$ cat src/rtl/alu_ops_pkg.sv
// Shared op-code map, FSM state encoding and flag reset values for the
// multi-cycle execute stage and the ALU control decoder.
package alu_ops_pkg;

  localparam logic [3:0] OP_AND      = 4'b0000;
  localparam logic [3:0] OP_OR       = 4'b0001;
  localparam logic [3:0] OP_NOR      = 4'b0010;
  localparam logic [3:0] OP_ADD      = 4'b0011;
  localparam logic [3:0] OP_SUB      = 4'b0100;
  localparam logic [3:0] OP_INC      = 4'b0101;
  localparam logic [3:0] OP_MULTPLUS = 4'b0110;
  localparam logic [3:0] OP_MOV      = 4'b0111;

  typedef enum logic [1:0] {
    ST_IDLE = 2'd0,
    ST_MUL  = 2'd1,
    ST_ADDC = 2'd2,
    ST_DONE = 2'd3
  } alu_state_t;

  localparam logic ZERO_RST    = 1'b1;
  localparam logic ILLEGAL_RST = 1'b0;

endpackage

$ cat src/rtl/multicycle_alu_if.sv
// Request/response bundle between the control FSM (master) and the
// multi-cycle execute stage (slave).
interface multicycle_alu_if #(parameter int DATA_WIDTH = 32);
  logic                  Start;
  logic [3:0]            ALUOperation;
  logic [DATA_WIDTH-1:0] A;
  logic [DATA_WIDTH-1:0] B;
  logic [DATA_WIDTH-1:0] C;
  logic                  Ready;
  logic                  Done;
  logic [DATA_WIDTH-1:0] ALUResult;
  logic                  Zero;
  logic                  IllegalOp;

  modport master (
    output Start, ALUOperation, A, B, C,
    input  Ready, Done, ALUResult, Zero, IllegalOp
  );

  modport slave (
    input  Start, ALUOperation, A, B, C,
    output Ready, Done, ALUResult, Zero, IllegalOp
  );
endinterface

$ cat src/rtl/shift_add_multiplier.sv
// Iterative shift-add multiplier: one partial-product add per step, product
// kept modulo 2^DATA_WIDTH. Raises i_last-qualified o_last on the final step.
module shift_add_multiplier #(
  parameter int DATA_WIDTH = 32
) (
  input  logic                  clk,
  input  logic                  rst_n,
  input  logic                  i_load,
  input  logic                  i_step,
  input  logic [DATA_WIDTH-1:0] i_mcand,
  input  logic [DATA_WIDTH-1:0] i_mplier,
  output logic [DATA_WIDTH-1:0] o_product,
  output logic                  o_last
);
  localparam int CNT_W = (DATA_WIDTH > 1) ? $clog2(DATA_WIDTH) : 1;

  logic [DATA_WIDTH-1:0] r_mcand;
  logic [DATA_WIDTH-1:0] r_mplier;
  logic [DATA_WIDTH-1:0] r_product;
  logic [CNT_W-1:0]      r_count;

  always_ff @(posedge clk or negedge rst_n) begin
    if (!rst_n) begin
      r_mcand   <= '0;
      r_mplier  <= '0;
      r_product <= '0;
      r_count   <= '0;
    end else if (i_load) begin
      r_mcand   <= i_mcand;
      r_mplier  <= i_mplier;
      r_product <= '0;
      r_count   <= '0;
    end else if (i_step) begin
      if (r_mplier[0]) r_product <= r_product + r_mcand;
      r_mcand  <= r_mcand << 1;
      r_mplier <= r_mplier >> 1;
      r_count  <= r_count + CNT_W'(1);
    end
  end

  // Fixed latency: all DATA_WIDTH iterations run regardless of operand values.
  assign o_last    = (r_count == CNT_W'(DATA_WIDTH - 1));
  assign o_product = r_product;

endmodule

$ cat src/rtl/multicycle_alu.sv
// Execute stage: single-cycle logic/arith ops plus a multi-cycle MULTPLUS
// (A*B + C), with a Start/Ready/Done handshake and registered result flags.
module multicycle_alu
  import alu_ops_pkg::*;
#(
  parameter int DATA_WIDTH = 32
) (
  input  logic             clk,
  input  logic             reset,
  multicycle_alu_if.slave  bus
);

  alu_state_t            r_state;
  logic [DATA_WIDTH-1:0] r_result;
  logic [DATA_WIDTH-1:0] r_c;
  logic                  r_zero;
  logic                  r_illegal;
  logic                  r_done;
  logic                  r_ready;

  logic [DATA_WIDTH-1:0] w_result;
  logic                  w_illegal;
  logic                  w_accept;
  logic                  w_is_mul;
  logic                  w_mul_last;
  logic [DATA_WIDTH-1:0] w_product;
  logic [DATA_WIDTH-1:0] w_mul_sum;

  assign w_accept  = (r_state == ST_IDLE) && bus.Start;
  assign w_is_mul  = (bus.ALUOperation == OP_MULTPLUS);
  assign w_mul_sum = w_product + r_c;

  always_comb begin
    w_result  = '0;
    w_illegal = 1'b0;
    case (bus.ALUOperation)
      OP_AND:      w_result = bus.A & bus.B;
      OP_OR:       w_result = bus.A | bus.B;
      OP_NOR:      w_result = ~(bus.A | bus.B);
      OP_ADD:      w_result = bus.A + bus.B;
      OP_SUB:      w_result = bus.A - bus.B;
      OP_INC:      w_result = bus.A + DATA_WIDTH'(1);
      OP_MULTPLUS: w_result = '0;
      OP_MOV:      w_result = bus.B;
      default:     w_illegal = 1'b1;
    endcase
  end

  shift_add_multiplier #(.DATA_WIDTH(DATA_WIDTH)) u_mult (
    .clk       (clk),
    .rst_n     (reset),
    .i_load    (w_accept && w_is_mul),
    .i_step    (r_state == ST_MUL),
    .i_mcand   (bus.A),
    .i_mplier  (bus.B),
    .o_product (w_product),
    .o_last    (w_mul_last)
  );

  always_ff @(posedge clk or negedge reset) begin
    if (!reset) begin
      r_state   <= ST_IDLE;
      r_result  <= '0;
      r_c       <= '0;
      r_zero    <= ZERO_RST;
      r_illegal <= ILLEGAL_RST;
      r_done    <= 1'b0;
      r_ready   <= 1'b1;
    end else begin
      case (r_state)
        ST_IDLE: begin
          if (w_accept) begin
            r_ready <= 1'b0;
            if (w_is_mul) begin
              r_c     <= bus.C;
              r_state <= ST_MUL;
            end else begin
              r_result  <= w_result;
              r_zero    <= (w_result == '0);
              r_illegal <= w_illegal;
              r_done    <= 1'b1;
              r_state   <= ST_DONE;
            end
          end
        end
        ST_MUL: begin
          if (w_mul_last) r_state <= ST_ADDC;
        end
        ST_ADDC: begin
          r_result  <= w_mul_sum;
          r_zero    <= (w_mul_sum == '0);
          r_illegal <= 1'b0;
          r_done    <= 1'b1;
          r_state   <= ST_DONE;
        end
        ST_DONE: begin
          r_done  <= 1'b0;
          r_ready <= 1'b1;
          r_state <= ST_IDLE;
        end
        default: r_state <= ST_IDLE;
      endcase
    end
  end

  assign bus.Ready     = r_ready;
  assign bus.Done      = r_done;
  assign bus.ALUResult = r_result;
  assign bus.Zero      = r_zero;
  assign bus.IllegalOp = r_illegal;

endmodule

$ cat src/flat_wrapper.sv
// flat-port wrapper written by rule: the top's interface ports become plain ports
module multicycle_alu_flat import alu_ops_pkg::*;
#(
  parameter int DATA_WIDTH = 32
)
  (clk, reset, bus_Start, bus_ALUOperation, bus_A, bus_B, bus_C, bus_Ready, bus_Done, bus_ALUResult, bus_Zero, bus_IllegalOp);
  multicycle_alu_if #(.DATA_WIDTH(DATA_WIDTH)) bus_i ();
  input  logic clk;
  input  logic reset;
  input wire logic [$bits(bus_i.Start)-1:0] bus_Start;
  input wire logic [$bits(bus_i.ALUOperation)-1:0] bus_ALUOperation;
  input wire logic [$bits(bus_i.A)-1:0] bus_A;
  input wire logic [$bits(bus_i.B)-1:0] bus_B;
  input wire logic [$bits(bus_i.C)-1:0] bus_C;
  output wire logic [$bits(bus_i.Ready)-1:0] bus_Ready;
  output wire logic [$bits(bus_i.Done)-1:0] bus_Done;
  output wire logic [$bits(bus_i.ALUResult)-1:0] bus_ALUResult;
  output wire logic [$bits(bus_i.Zero)-1:0] bus_Zero;
  output wire logic [$bits(bus_i.IllegalOp)-1:0] bus_IllegalOp;
  assign bus_i.Start = bus_Start;
  assign bus_i.ALUOperation = bus_ALUOperation;
  assign bus_i.A = bus_A;
  assign bus_i.B = bus_B;
  assign bus_i.C = bus_C;
  assign bus_Ready = bus_i.Ready;
  assign bus_Done = bus_i.Done;
  assign bus_ALUResult = bus_i.ALUResult;
  assign bus_Zero = bus_i.Zero;
  assign bus_IllegalOp = bus_i.IllegalOp;
  multicycle_alu #(.DATA_WIDTH(DATA_WIDTH)) u_core (.clk(clk), .reset(reset), .bus(bus_i));
endmodule
$ cat config.mk
export PLATFORM = sky130hd
export DESIGN_NAME = multicycle_alu_flat
export DESIGN_NICKNAME = d
export VERILOG_FILES = /design/src/rtl/alu_ops_pkg.sv /design/src/rtl/multicycle_alu_if.sv /design/src/rtl/shift_add_multiplier.sv /design/src/rtl/multicycle_alu.sv /design/src/flat_wrapper.sv
export SDC_FILE = /design/constraint.sdc
export NUM_CORES = 1
export LEC_CHECK = 0
export ABC_AREA = 1
export BUFFER_PORTS_ARGS = -buffer_cell sky130_fd_sc_hd__buf_2
export CAP_MARGIN = 20
export CELL_PAD_IN_SITES_DETAIL_PLACEMENT = 1
export CELL_PAD_IN_SITES_GLOBAL_PLACEMENT = 1
export CORE_MARGIN = 4
export CORE_UTILIZATION = 39
export CTS_CLUSTER_SIZE = 10
export DETAILED_ROUTE_END_ITERATION = 10
export PLACE_DENSITY_LB_ADDON = 0.1
export SLEW_MARGIN = 20
export SYNTH_ARGS = -nofsm -noshare
export SYNTH_HDL_FRONTEND = slang
export SYNTH_SLANG_ARGS = --single-unit
$ cat constraint.sdc
create_clock -name clk -period 2.3 [get_ports clk]
set_clock_uncertainty 0.1 [all_clocks]
set_input_delay 0.46 -clock clk [delete_from_list [all_inputs] [get_ports clk]]
set_output_delay 0.46 -clock clk [all_outputs]
set_load 0.02 [all_outputs]
# --- After elaboration in Yosys (flattened, before gate mapping) ---
# Index checks and enable logic that the tools add are counted.
op_classes:
  bitwise_logic: 3
  add_sub_neg: 6
  muxes: 29
  eq_ne: 14
  n_reduce_logical: 18
op_table:
  columns: ["op", "count"]
  rows:
  - ["32-bit 2-to-1 mux", 9]
  - ["32-bit case mux with 7 select lines", 1]
  - ["32-bit adder", 3]
  - ["32-bit zero test", 2]
  - ["32-bit case mux with 2 select lines", 1]
  - ["32-bit by 1-bit adder with 32-bit output, second input constant", 1]
  - ["32-bit bitwise AND", 1]
  - ["32-bit NOT", 1]
  - ["32-bit bitwise OR", 1]
  - ["32-bit subtractor", 1]
  - ["4-bit by 3-bit equality test with 1-bit output, second input constant", 4]
  - ["5-bit 2-to-1 mux", 2]
  - ["3-bit AND reduction", 3]
  - ["4-bit by 2-bit equality test with 1-bit output, second input constant", 2]
  - ["1-bit 2-to-1 mux", 8]
  - ["2-bit case mux with 4 select lines", 1]
  - ["2-bit nonzero test", 4]
  - ["7-bit OR reduction", 1]
  - ["2-bit 2-to-1 mux", 3]
  - ["1-bit case mux with 2 select lines", 3]
  - ["2-bit AND reduction", 3]
  - ["5-bit by 1-bit adder with 5-bit output, second input constant", 1]
  - ["5-bit equality test, second input constant", 1]
  - ["2-bit equality test, second input constant", 2]
  - ["9 further kinds", 11]
totals:
  output_inout_bits: 36
  ff_bits: 171
  input_bits: 103

# --- Depth between registers and ports, before layout ---
depth:
  word_depth: 7
  depth_mapped: 31

# --- By module ---
# Synthesis repeated with hierarchy kept, for this count alone.
hier_totals:
  cells_unflattened: 2758
  hier_area_um2: 16489.6
modules_own_cells:
  columns: ["mod", "seq_area_each_um2", "area_per_inst_um2", "cells_each", "n_inst"]
  rows:
  - ["multicycle_alu", 1754.2, 9935.8, 1820, 1]
  - ["shift_add_multiplier", 2527.4, 6553.8, 938, 1]

# --- Least setup slack after synthesis ---
# No wires, ideal clock.
synth_timing:
  kind: "input -> register"
  start: "input port bus_B[0]"
  end: "register u_core.r_zero (netlist: u_core.bus.Zero)"
  stages: 26
  setup_time_ns: 0.061
  setup_slack_ns: -1.195
  path_buffers: 0
  arrival_time_ns: 3.335
  t_required_ns: 2.139
  path_cell_list: "inv_1 > ha_1 > nand3_1 > nor2_1 > nand4_1 > nor2_2 > nand4_2 > o41ai_2 > o21ai_0 > nand2_1 > o21ai_1 > ha_1 > nand2_1 > nor3_1 > nand3_1 > nand2_1 > nand2_1 > nand3_1 > nand2_1 > nor2_1 > nand2_1 > nor2_1 > nand3_1 > nand2_1 > nand2_1 > nand2_1"
synth_between:
  elab_chain_cells: 7
synth_lines:
  columns: ["item", "line", "source"]
  rows:
  - ["from (decl)", "flat_wrapper.sv:13", "input wire logic [$bits(bus_i.B)-1:0] bus_B;"]
  - ["branches (longest 2 deep; another with 32-bit subtractor)", null, null]
  - ["32-bit case mux with 7 select lines *", "multicycle_alu.sv:36", "case (bus.ALUOperation)"]
  - ["32-bit zero test *", "multicycle_alu.sv:79", "r_zero <= (w_result == '0);"]
  - ["1-bit 2-to-1 mux *", "multicycle_alu.sv:74", "if (w_is_mul) begin"]
  - ["1-bit 2-to-1 mux *", "multicycle_alu.sv:72", "if (w_accept) begin"]
  - ["1-bit case mux with 2 select lines *", "multicycle_alu.sv:70", "case (r_state)"]
  - ["to (signal assigned)", "multicycle_alu.sv:79", null]
  - ["to (signal assigned)", "multicycle_alu.sv:91", "r_zero <= (w_mul_sum == '0);"]
  - ["to (decl)", "multicycle_alu.sv:16", "logic r_zero;"]
# Every way passes the cells marked *. The select of a mux whose other input is x is not followed.
# A chain may end at the register's enable or synchronous reset.

# --- Final worst setup path ---
layout_timing:
  start: "input port bus_B[5]"
  end: "register u_core.r_zero (netlist: u_core.bus.Zero)"
# The elaborated chain is that of the path after synthesis.

==> flow_metrics.py <==
metrics = {
    "status": {
        "violations": "setup timing",
        "outcome": "finished with violations",
    },
    "power_and_ir_drop": {
        "internal_power_mw": 13.4,
        "netSwitchingPower_mw": 13.1,
        "p_leak_nw": 13.1,
        "powerDensity_nw_per_um2": 1040,
        "seq_power_share_pct": 21.1,
        "combinationalPowerShare_pct": 66.2,
        "ir_drop_mv": 0.548,
        "p_clk_share_pct": 12.8,
        "p_sw_share_pct": 49.5,
    },
    "synth": {
        "syn_avg_cell_area_um2": 6.28,
        "syn_area_um2": 15800,
        "synth_edf_count": 0,
        "syn_nets": 2726,
        "synth_seq_area_share_pct": 27.1,
        "syn_inst": 2514,
        "postSynthRegisterBits": 171,
        "synth-async-reset-ratio_pct": 100,
        "synth_ff_type": "dfrtp_1",
        "synthDistinctLibCells": 58,
        "yosys_warnings": 0,
    },
    "setup_path": {
        "crit_path_start_kind": "input pin",
        "crit_type": "input pin to register",
        "required_ns": 2.63,
        "crit_buf_inv": 3,
        "ff2ff_path_depth": 16,
        "cp_slowest_cell": "ha_2",
        "startpoint": "bus_B[5]",
        "worstPathArrival_ns": 4.54,
        "max_stage_delay_ns": 0.51,
        "cpMostUsedCell": "nand2_1",
        "r2r_start": "u_core.u_mult.o_product[0]",
        "cp-end-kind": "register",
        "crit_fanout": 5,
        "cp.depth": 29,
        "critPathTopFamily": "simple AND/OR/NAND/NOR gates",
    },
    "place": {
        "gp_congestion": 0.960,
        "place_hpwl_um": 65200,
        "port_buffers": 138,
    },
    "clocking": {
        "clk_latency_ns": 0.50,
        "cts_buffers": 17,
        "cts_tree": "built",
        "cts_sinks": 171,
        "clk_pin_slew_ns": 0.07,
        "htreeDepth": 4,
        "cts_max_path_buffers": 2,
        "cts-root-buf": "clkbuf_16",
    },
    "global_routing": {
        "grt-ovfl-total": 0,
        "grt_max_degree": 68,
        "antenna_found_initial": 6,
        "grt_pass1_vias": 23500,
        "grt_usage_pct": 39.4,
        "grt_first_pass_wirelength_um": 135000,
    },
    "sta": {
        "fin_crit_sh_pct": 183,
        "rsz0062_at_grt": "yes",
        "hold_violations": 0,
        "fin_crit_ns": 4.22,
        "setup_violations": 59,
        "fin_ws_ns": -1.92,
        "holdWs_ns": 0.0725,
        "slew_headroom_pct": 41.7,
        "max_freq_mhz": 237,
        "final_max_slew_viol_count": 0,
        "setup-tns-final_ns": -49.39,
        "tightest_slew_ns": 0.865,
    },
    "drt": {
        "viasPerCell": 6.16,
        "wl_per_cell_um": 27.6,
        "drc_errors": 0,
        "vias": 23500,
        "ant_nets": 0,
        "dr.pass1.iters": 6,
        "wirelength_um": 105000,
        "first_iter_violations": 2484,
    },
    "floorplanning": {
        "row_count": 73,
        "start_util_pct": 39.6,
        "dieWidth_um": 209,
        "die_height_um": 209,
        "die_area_um2": 43800,
        "core_um2": 39900,
        "pin_count": 139,
    },
    "finish": {
        "antennaDiodeCount": 0,
        "syn2layout_area_growth_pct": 60.5,
        "regArea_um2": 4290,
        "drive_above_1_share_pct": 40.4,
        "finish.utilization_pct": 63.5,
        "final.fill_count": 5091,
        "multi_input_area_um2": 12300,
        "nets": 3483,
    },
    "hold_path": {
        "min_path_type": "input pin to register",
        "whs_path_depth": 3,
        "min_from": "bus_C[22]",
    },
    "job": {
        "maxCapViolCount": 0,
    },
}
## power groups by stage
stage               registers [mW]  clock network, mW  logic, mW
CTS                           5.38               3.35       15.7
floorplan                     5.16                  0       6.76
global placement              5.34                  0       13.7
finish                        5.57               3.38       17.5
global route                  5.59               3.50       18.5
detailed placement            5.38                  0       14.3
## cell usage after synthesis (4+ instances only)
cell | n | area, µm²
a211oi_1 | 7 | 52.6
a21oi_1 | 148 | 741
a221oi_1 | 9 | 78.8
a31oi_1 | 15 | 93.8
buf_1 | 7 | 26.3
buf_2 | 17 | 85.1
buf_6 | 6 | 67.6
clkbuf_1 | 47 | 176
dfrtp_1 | 169 | 4230
ha_1 | 106 | 1330
inv_1 | 320 | 1200
inv_2 | 7 | 26.3
nand2_1 | 724 | 2720
nand2_2 | 4 | 25.0
nand3_1 | 249 | 1250
nand3b_1 | 11 | 82.6
nand4_1 | 24 | 150
nor2_1 | 241 | 905
nor2_2 | 6 | 37.5
nor3_1 | 40 | 200
nor4_1 | 4 | 25.0
o211ai_1 | 28 | 210
o21a_1 | 8 | 60.1
o21ai_0 | 198 | 991
o21ai_1 | 8 | 40.0
o21bai_1 | 11 | 82.6
o221ai_1 | 10 | 87.6
o311ai_0 | 5 | 43.8
o31ai_1 | 10 | 75.1
or2_2 | 7 | 43.8
xnor2_1 | 12 | 105
xor2_1 | 12 | 105
## kinds of logic (layout without fill, tap and decap cells)
family	Yosys count	count (layout)	share of synthesized area, %
simple gates	1320	1320	35.0
fa+ha+maj	109	109	8.78
xor+xnor	24	24	1.33
flops	171	171	27.1
compound gates	480	480	17.5
buf+inv	410	1180	10.3
## layer usage
metal,vias to the layer above,track usage (%),routed length [µm]
li1,9820,-,-
met1,11300,45.3,36700
met2,1562,67.9,48500
met3,717,5.84,8720
met4,14,26.0,11000
met5,-,0,122
## cells in the final DEF, fill, tap and decap left out, types with 10 or more instances in the layout
| master | netlist | routed |
|---|---|---|
| buf_4 | 3 | 625 |
| nand2_1 | 724 | 607 |
| inv_1 | 320 | 281 |
| nand3_1 | 249 | 193 |
| nor2_1 | 241 | 187 |
| dfrtp_1 | 169 | 160 |
| buf_2 | 17 | 135 |
| o21ai_0 | 198 | 111 |
| a21oi_1 | 148 | 93 |
| nand2_2 | 4 | 87 |
| ha_1 | 106 | 71 |
| o21ai_1 | 8 | 52 |
| buf_6 | 6 | 41 |
| nand3_2 | 1 | 39 |
| o21ai_2 | 0 | 37 |
| a21oi_2 | 1 | 36 |
| nand2_4 | 2 | 35 |
| inv_2 | 7 | 33 |
| nor3_1 | 40 | 32 |
| nor2_2 | 6 | 32 |
| nor2_4 | 1 | 29 |
| o211ai_1 | 28 | 28 |
| ha_4 | 0 | 28 |
| nand4_1 | 24 | 24 |
| a21oi_4 | 0 | 20 |
| nand3_4 | 0 | 18 |
| clkbuf_16 | 0 | 17 |
| buf_12 | 0 | 17 |
| xnor2_1 | 12 | 12 |
| nand3b_1 | 11 | 11 |
| xor2_1 | 12 | 11 |
| inv_4 | 0 | 10 |
| o21bai_1 | 11 | 10 |
## path summary, 6_finish.rpt
path | to | slack, ns
worst max register to register | u_core.bus.Zero | -1.03
worst min register to register | u_core.bus.Zero | 0.38
min in group asynchronous | u_core.bus.ALUResult[6] | 0.39
worst max-delay path | u_core.bus.Zero | -1.92
worst min-delay path | u_core.r_c[22] | 0.07
max in group asynchronous | u_core.bus.Ready | 1.06
## worst reg2reg max path: stages, from the launching register on
cell	delay, ns
dfrtp_1	0.43
ha_1	0.28
fa_1	0.42
nand2_1	0.10
nand3_1	0.15
nand3_1	0.16
nand2_1	0.14
a21oi_1	0.28
xor2_1	0.36
nand2_1	0.11
nor2_1	0.12
nand2_1	0.06
nor2_1	0.13
nand4_1	0.19
nand2_1	0.13
nand2_1	0.05
nand2_1	0.06
## what timing repair did
action	in CTS	in global routing
buffers inserted	53	33
pin swaps	145	120
hold endpoints to repair	37	0
hold buffers	1	0
gates resized for setup	416	212
endpoints found under the setup margin	55	61
## layout make-up
type	instances	share of cell area [%]
Clock buffer	20	1.80
Timing Repair Buffer	820	24.4
Sequential cell	171	16.9
Clock inverter	12	0.725
Tap cell	525	2.59
Inverter	328	5.10
Multi-Input combinational cell	1933	48.4
## flip-flops by register name (all words and copies together), names as in the netlist
name,count
u_core.bus.ALUResult,32
u_core.r_c,32
u_core.u_mult.o_product,32
u_core.u_mult.r_mcand,32
u_core.u_mult.r_mplier,32
u_core.u_mult.r_count,5
u_core.r_state,2
u_core.bus.Done,1
u_core.bus.IllegalOp,1
u_core.bus.Ready,1
u_core.bus.Zero,1
## stage by stage
step | std cells | instance area (µm²) | setup WS, ns | power [mW]
after floorplan | 2514 | 16100 | -0.988 | 11.9
after global placement | 3701 | 21700 | -1.87 | 19.0
final | 3809 | 25400 | -1.92 | 26.5
after detailed placement | 3701 | 21700 | -1.96 | 19.7
after CTS | 3778 | 24200 | -1.26 | 24.4
after global routing | 3809 | 25400 | -1.99 | 27.6
No activity file was read; power rests on OpenSTA's default activity.
